`src/rtl/mem_bus_arbiter.sv`:
```
// mem_bus_arbiter: two-master (core / debug port) arbiter in front of a
// single-ported memory with a fixed number of wait states.
//
// Ports
//   CLK, RESET                 clock, async active-high reset
//   CPU_REQ/WE/ADDR/WDATA      core access request
//   DBG_REQ/WE/ADDR/WDATA      debug-port access request
//   DEBUG_MODE_DEBUG           core frozen: CPU requests are not granted
//   MEM_RDATA                  memory read data, valid in the last access cycle
//   MEM_EN/WE/ADDR/WDATA       memory strobe, latched address / write data
//   RDATA                      read data of the last completed read
//   CPU_ACK, DBG_ACK           one-cycle completion pulses
//   CPU_STALL, BUSY            core hold request, access in progress
module mem_bus_arbiter #(
  parameter int unsigned WAIT_STATES = 1
) (
  input  logic        CLK,
  input  logic        RESET,
  input  logic        CPU_REQ,
  input  logic        CPU_WE,
  input  logic [15:0] CPU_ADDR,
  input  logic [15:0] CPU_WDATA,
  input  logic        DBG_REQ,
  input  logic        DBG_WE,
  input  logic [15:0] DBG_ADDR,
  input  logic [15:0] DBG_WDATA,
  input  logic        DEBUG_MODE_DEBUG,
  input  logic [15:0] MEM_RDATA,
  output logic        MEM_EN,
  output logic        MEM_WE,
  output logic [15:0] MEM_ADDR,
  output logic [15:0] MEM_WDATA,
  output logic [15:0] RDATA,
  output logic        CPU_ACK,
  output logic        DBG_ACK,
  output logic        CPU_STALL,
  output logic        BUSY
);

  localparam logic [2:0] WS = 3'(WAIT_STATES);

  typedef enum logic {IDLE = 1'b0, ACCESS = 1'b1} state_t;

  state_t     state, state_nxt;
  logic [2:0] wcnt;
  logic       owner;     // 1 = debug port owns the current access
  logic       last_dbg;  // last completed access belonged to the debug port
  logic       lat_we;

  logic cpu_elig, dbg_elig, grant, grant_dbg, last_cyc;

  // A requester whose ACK is high this cycle is the one that just finished;
  // masking it lets the other side take the bus in the ACK cycle.
  assign cpu_elig  = CPU_REQ & ~DEBUG_MODE_DEBUG & ~CPU_ACK;
  assign dbg_elig  = DBG_REQ & ~DBG_ACK;
  // Debug wins ties unless it also won the previous access.
  assign grant_dbg = dbg_elig & (~cpu_elig | ~last_dbg);
  assign grant     = (state == IDLE) & (cpu_elig | dbg_elig);
  assign last_cyc  = (state == ACCESS) & (wcnt == 3'd0);

  assign CPU_STALL = CPU_REQ & ~CPU_ACK;

  // State register
  always_ff @(posedge CLK or posedge RESET) begin
    if (RESET) state <= IDLE;
    else       state <= state_nxt;
  end

  // Next-state logic
  always_comb begin
    state_nxt = state;
    case (state)
      IDLE:    if (cpu_elig | dbg_elig) state_nxt = ACCESS;
      ACCESS:  if (wcnt == 3'd0)        state_nxt = IDLE;
      default: state_nxt = IDLE;
    endcase
  end

  // Outputs decoded from state; asynchronous reset drops MEM_EN at once
  always_comb begin
    MEM_EN = 1'b0;
    MEM_WE = 1'b0;
    BUSY   = 1'b0;
    if (state == ACCESS) begin
      MEM_EN = 1'b1;
      MEM_WE = lat_we;
      BUSY   = 1'b1;
    end
  end

  // Access datapath: latch the winner, count wait states, complete
  always_ff @(posedge CLK or posedge RESET) begin
    if (RESET) begin
      wcnt      <= 3'd0;
      owner     <= 1'b0;
      last_dbg  <= 1'b0;
      lat_we    <= 1'b0;
      MEM_ADDR  <= 16'h0000;
      MEM_WDATA <= 16'h0000;
      RDATA     <= 16'h0000;
      CPU_ACK   <= 1'b0;
      DBG_ACK   <= 1'b0;
    end else begin
      CPU_ACK <= 1'b0;
      DBG_ACK <= 1'b0;
      if (grant) begin
        owner     <= grant_dbg;
        lat_we    <= grant_dbg ? DBG_WE    : CPU_WE;
        MEM_ADDR  <= grant_dbg ? DBG_ADDR  : CPU_ADDR;
        MEM_WDATA <= grant_dbg ? DBG_WDATA : CPU_WDATA;
        wcnt      <= WS;
      end else if (last_cyc) begin
        if (!lat_we) RDATA <= MEM_RDATA;
        CPU_ACK  <= ~owner;
        DBG_ACK  <= owner;
        last_dbg <= owner;
      end else if (state == ACCESS) begin
        wcnt <= wcnt - 3'd1;
      end
    end
  end

endmodule

```
`config.mk`:
```
export PLATFORM = sky130hd
export DESIGN_NAME = mem_bus_arbiter
export DESIGN_NICKNAME = d
export VERILOG_FILES = /design/src/rtl/mem_bus_arbiter.sv
export SDC_FILE = /design/constraint.sdc
export NUM_CORES = 1
export LEC_CHECK = 0
export CORE_MARGIN = 4
export CORE_UTILIZATION = 40
export DETAILED_ROUTE_END_ITERATION = 8
export DONT_BUFFER_PORTS = 1
export PLACE_DENSITY = 0.56
export SKIP_LAST_GASP = 1
export SLEW_MARGIN = 20
export SYNTH_ARGS = -nofsm -noshare
export SYNTH_HDL_FRONTEND = slang
export SYNTH_SLANG_ARGS = --single-unit
```
`constraint.sdc`:
```
create_clock -name CLK -period 2.7 [get_ports CLK]
set_input_delay 0.81 -clock CLK [delete_from_list [all_inputs] [get_ports CLK]]
set_output_delay 0.81 -clock CLK [all_outputs]
set_load 0.02 [all_outputs]
```
# ---- Word level (Yosys, flattened, before mapping)
# Index checks and enable logic that the tools add are counted.
# Widths: inputs -> output; s select.
dict set report classes {
  addsub 1
  n_eq_ne 1
  mux 15
  n_bitwise 18
  n_reduce_logical 5
}
# op count
set op_table {}
lappend op_table {{$mux 16} 2}
lappend op_table {{$mux 1} 9}
lappend op_table {{$mux 3} 3}
lappend op_table {{$not 1->1} 9}
lappend op_table {{$and 1x1->1} 7}
lappend op_table {{$reduce_and 2->1} 2}
lappend op_table {{$logic_not 3->1} 1}
lappend op_table {{$reduce_and 3->1} 1}
lappend op_table {{$sub 3x1->3 const B} 1}
lappend op_table {{$ne 2x2->1 const B} 1}
lappend op_table {{$or 1x1->1} 2}
lappend op_table {{$pmux 1 s2} 1}
lappend op_table {{$reduce_bool 2->1} 1}
dict set report totals {
  ff_bits 57
  in_bits 87
  output_inout_bits 54
  word_cells 50
}

# ---- Logic depth before layout (Yosys ltp)
dict set report depth {
  depth_word 7
  ltp_mapped 8
  ltp_nobuf 6
}

# ---- Least setup slack after synthesis
# No wires, ideal clock.
dict set report synth_path {
  path_kind {input to output}
  startpoint {in CPU_REQ}
  endpoint {out CPU_STALL}
  t_arrival_ns 1.137
  required_ns 1.890
  path_slack_ns 0.753
  cell_stages 1
  path_buffers 0
  path_cell_list {nor2b_1}
}
dict set report synth_between {
  elab_chain_cells 1
}
# item line_no
set synth_lines {}
lappend synth_lines {{from (decl)} 19} ;# input logic CPU_REQ,
lappend synth_lines {{$and 1x1->1} 61} ;# assign CPU_STALL = CPU_REQ & ~CPU_ACK;
lappend synth_lines {{to (decl)} 36} ;# output logic CPU_STALL,
# No other way between the ends.

# ---- Worst setup path after layout
dict set report layout_path {
  startpoint {reg state}
  endpoint {out MEM_WE}
}
dict set report layout_between {
  elab_chain_cells 1
}
# item line_no
set layout_lines {}
lappend layout_lines {{from (decl)} 44} ;# state_t state, state_nxt;
lappend layout_lines {{from (signal assigned)} 66} ;# else state <= state_nxt;
lappend layout_lines {{$mux 1} 84} ;# if (state == ACCESS) begin
lappend layout_lines {{to (decl)} 30} ;# output logic MEM_WE,
# No other way between the ends.

==> run metrics <==
pre-CTS WS 0.5925 ns; Num CTS Buffers 9; Synth Flop Type dfrtp_1; Static Leak 1.180 nW; asr flop ratio synth 1.000; highest ir drop seen on vdd 0.4125 mV; Comb pwr share 0.271; First-pass DRT Iterations 4; CP Cell Sequence and2_1; Seq/Total Area, Yosys 0.5126; RSZ-0062 raised after global routing no; Die Y 91.41 um; status complete, no violations; multi-input logic area 0.001204 mm^2; htree depth 3; Die ar. 0.008355 mm^2; Clock Sinks 57; post-synthesis sequential element count 57; Hold WC Path Type primary input to async pin; die extent in x 91.41 um; max-slew violation count 0; Final min period 2.284 ns; final setup fails 0; Starting Density 0.4096; max incr delay on CP 0.78 ns; fin util 0.4433; WP depth 1; Core Footprint 0.006794 mm^2; top cells by area, synth dfrtp_1, or3b_1, a31oi_1; Top Family by Delay on Critical Path flip-flops; Iter 0 DRT Violations 45; via/cell ratio 5.728; Fill cells 664; FF-to-FF path depth 4; Final Total Pwr 3.830 mW; final count of hold timing violations 0; power per standard cell area 1272 mW/mm^2; initial antenna violation count 2; antenna-violating nets left 0; clock share of power 0.184; Max Root-Sink Buffers 2; CP Max Fanout 9; internal power 2.160 mW; Worst Skew 0.006458 ns; Synth area leader dfrtp_1; clk_lat worst skew 0.33 ns; post-synth cell types 27; synth warn 0; final worst-path setup slack 0.4162 ns; post-synth net total 351; final worst-path cycle share 0.8459; Final Instance Count excl. Fillers 353; Relative slew margins 0.5427; dpl cells 336; Worst Path Required 1.89 ns; cell at the slowest stage of the critical path dfrtp_1; syn_area_per_cell 10.62 um^2; achievable frequency 0.4379 GHz; Synth top area share 0.5126; grt ovf 0; Final #Nets 340; startpoint types flop; vias post-DR 2022; I/O pin cnt 141; P_sw 1.671 mW; largest net degree at the start of global routing 68; Worst Path Arrival 1.47 ns; count of flip-flops with a built-in enable after synthesis 0; CP bufs+invs 0; most instantiated cells after synthesis dfrtp_1, nor3_1, a31oi_1, o21ai_0, or3b_1; CTS hold repair buffers 0; Worst-Margin Slew 0.6859 ns; cells after synthesis 262; share of post-route cells with drive strength above 1 0.1875; first-pass GRT wire length 10.23 mm; hpwl dp 4.642 mm; GRT Resource Usage Total 0.1577; vias in the first global route 1922; GP Congestion 0.7253; Sw Share 0.4362; Flop pwr share 0.545; Setup TNS Final 0 ns; row cnt 30; CTS tree built; root buf cell clkbuf_8; area delta synth->final 8.228%; most frequent cell after synthesis dfrtp_1; CTS clk-pin slew, worst paths 0.07 ns; cts repair resizes 0; Buffers on Ports 0; Mapped Area 0.002783 mm^2; max cap viols 0; Reg area 0.001426 mm^2; DR WL/cell 18.90 um; critical path class flop to primary output; setup bufs post-CTS 0; # DRC 0; DRT Wirelength 6.671 mm; Worst Setup End Kind primary output
registers in the layout, indices dropped and copies added, names as in the netlist:
name	cells
MEM_ADDR	16
MEM_WDATA	16
DBG_ACK	1
RDATA	16
state	1
owner	1
CPU_ACK	1
last_dbg	1
lat_we	1
wcnt	3
final cells by class:
cell class,instances,share of cell area
flip-flops and latches,57,0.4736
inverters,4,0.004985
multi-input cells,173,0.3997
diodes,1,0.0008309
well taps,96,0.03988
repair buffers,6,0.02327
clock buffers,13,0.05276
clock inverters,3,0.004985
metal layers:
metal	vias up	track usage	share of wire
li1	941	-	-
met1	953	0.2004	0.41
met2	114	0.2295	0.46
met3	12	0.07125	0.11
met4	2	0.06910	0.018
met5	-	0	0.0019
through the flow:
step           area [um^2]  hold WS [ns]
2_1_floorplan         2783        0.4176
3_3_place_gp          2835        0.4405
3_5_place_dp          2835        0.4578
4_1_cts               3009        0.4145
5_1_grt               3012        0.4365
6_report              3012        0.4091
layout by cell type (no fill, tap or decap):
cell type / Yosys / layout
nor2_1: 2 / 2
nand2b_2: 0 / 1
ha_1: 2 / 2
clkinv_2: 0 / 3
mux2_2: 16 / 16
buf_4: 4 / 4
inv_1: 4 / 3
diode_2: 0 / 1
a21o_1: 2 / 2
nor4b_4: 1 / 1
xnor2_1: 1 / 1
or3b_1: 26 / 26
and2_1: 1 / 1
clkbuf_8: 0 / 11
nor3b_4: 0 / 1
and3_1: 1 / 1
or2_1: 2 / 2
nand2_1: 5 / 5
a31oi_1: 33 / 33
inv_2: 0 / 1
nor3_1: 34 / 34
clkbuf_1: 17 / 2
o22ai_1: 2 / 2
or3b_2: 7 / 7
o21ai_0: 33 / 33
dfrtp_1: 57 / 57
buf_12: 0 / 2
and4bb_4: 1 / 1
nor2b_1: 1 / 1
nand2b_1: 2 / 1
final timing paths:
| check | startpoint | slack, ns | endpoint |
|---|---|---|---|
| min | RESET | 0.41 | RDATA[14]$_DFFE_PP0P_ |
| max | state$_DFF_PP0_ | 0.42 | MEM_WE |
| max in group asynchronous | RESET | 1.71 | RDATA[1]$_DFFE_PP0P_ |
| min reg2reg | owner$_DFFE_PP0N_ | 0.47 | CPU_ACK$_DFF_PP0_ |
| max reg2reg | DBG_ACK$_DFF_PP0_ | 0.72 | MEM_ADDR[11]$_DFFE_PP0N_ |
| min in group CLK | owner$_DFFE_PP0N_ | 0.47 | CPU_ACK$_DFF_PP0_ |
power by group through the flow:
stage	Combinational, mW	Clock [mW]	Sequential, mW
after floorplan	0.943	0	1.97
after global placement	1.03	0	2.11
after detailed placement	1.05	0	2.12
after CTS	1.06	0.731	2.10
after global routing	1.19	0.773	2.13
final	1.04	0.705	2.09
worst reg2reg max path: stages, from the launching register on:
cell      delay (ns)
dfrtp_1         0.50
nand2b_2        0.54
buf_4           0.35
or3b_1          0.35
a31oi_1         0.17
cells by family after synthesis:
group / Yosys count / synth area share
AOI/OAI and AO/OA: 70 / 0.1434
xor gates and xnor gates: 1 / 0.003148
and+or+nand+nor: 84 / 0.2091
buffers and inverters: 32 / 0.05800
adders and majority gates: 2 / 0.008991
muxes: 16 / 0.06475
DFF: 57 / 0.5126
(Power assumes the default switching activity.)
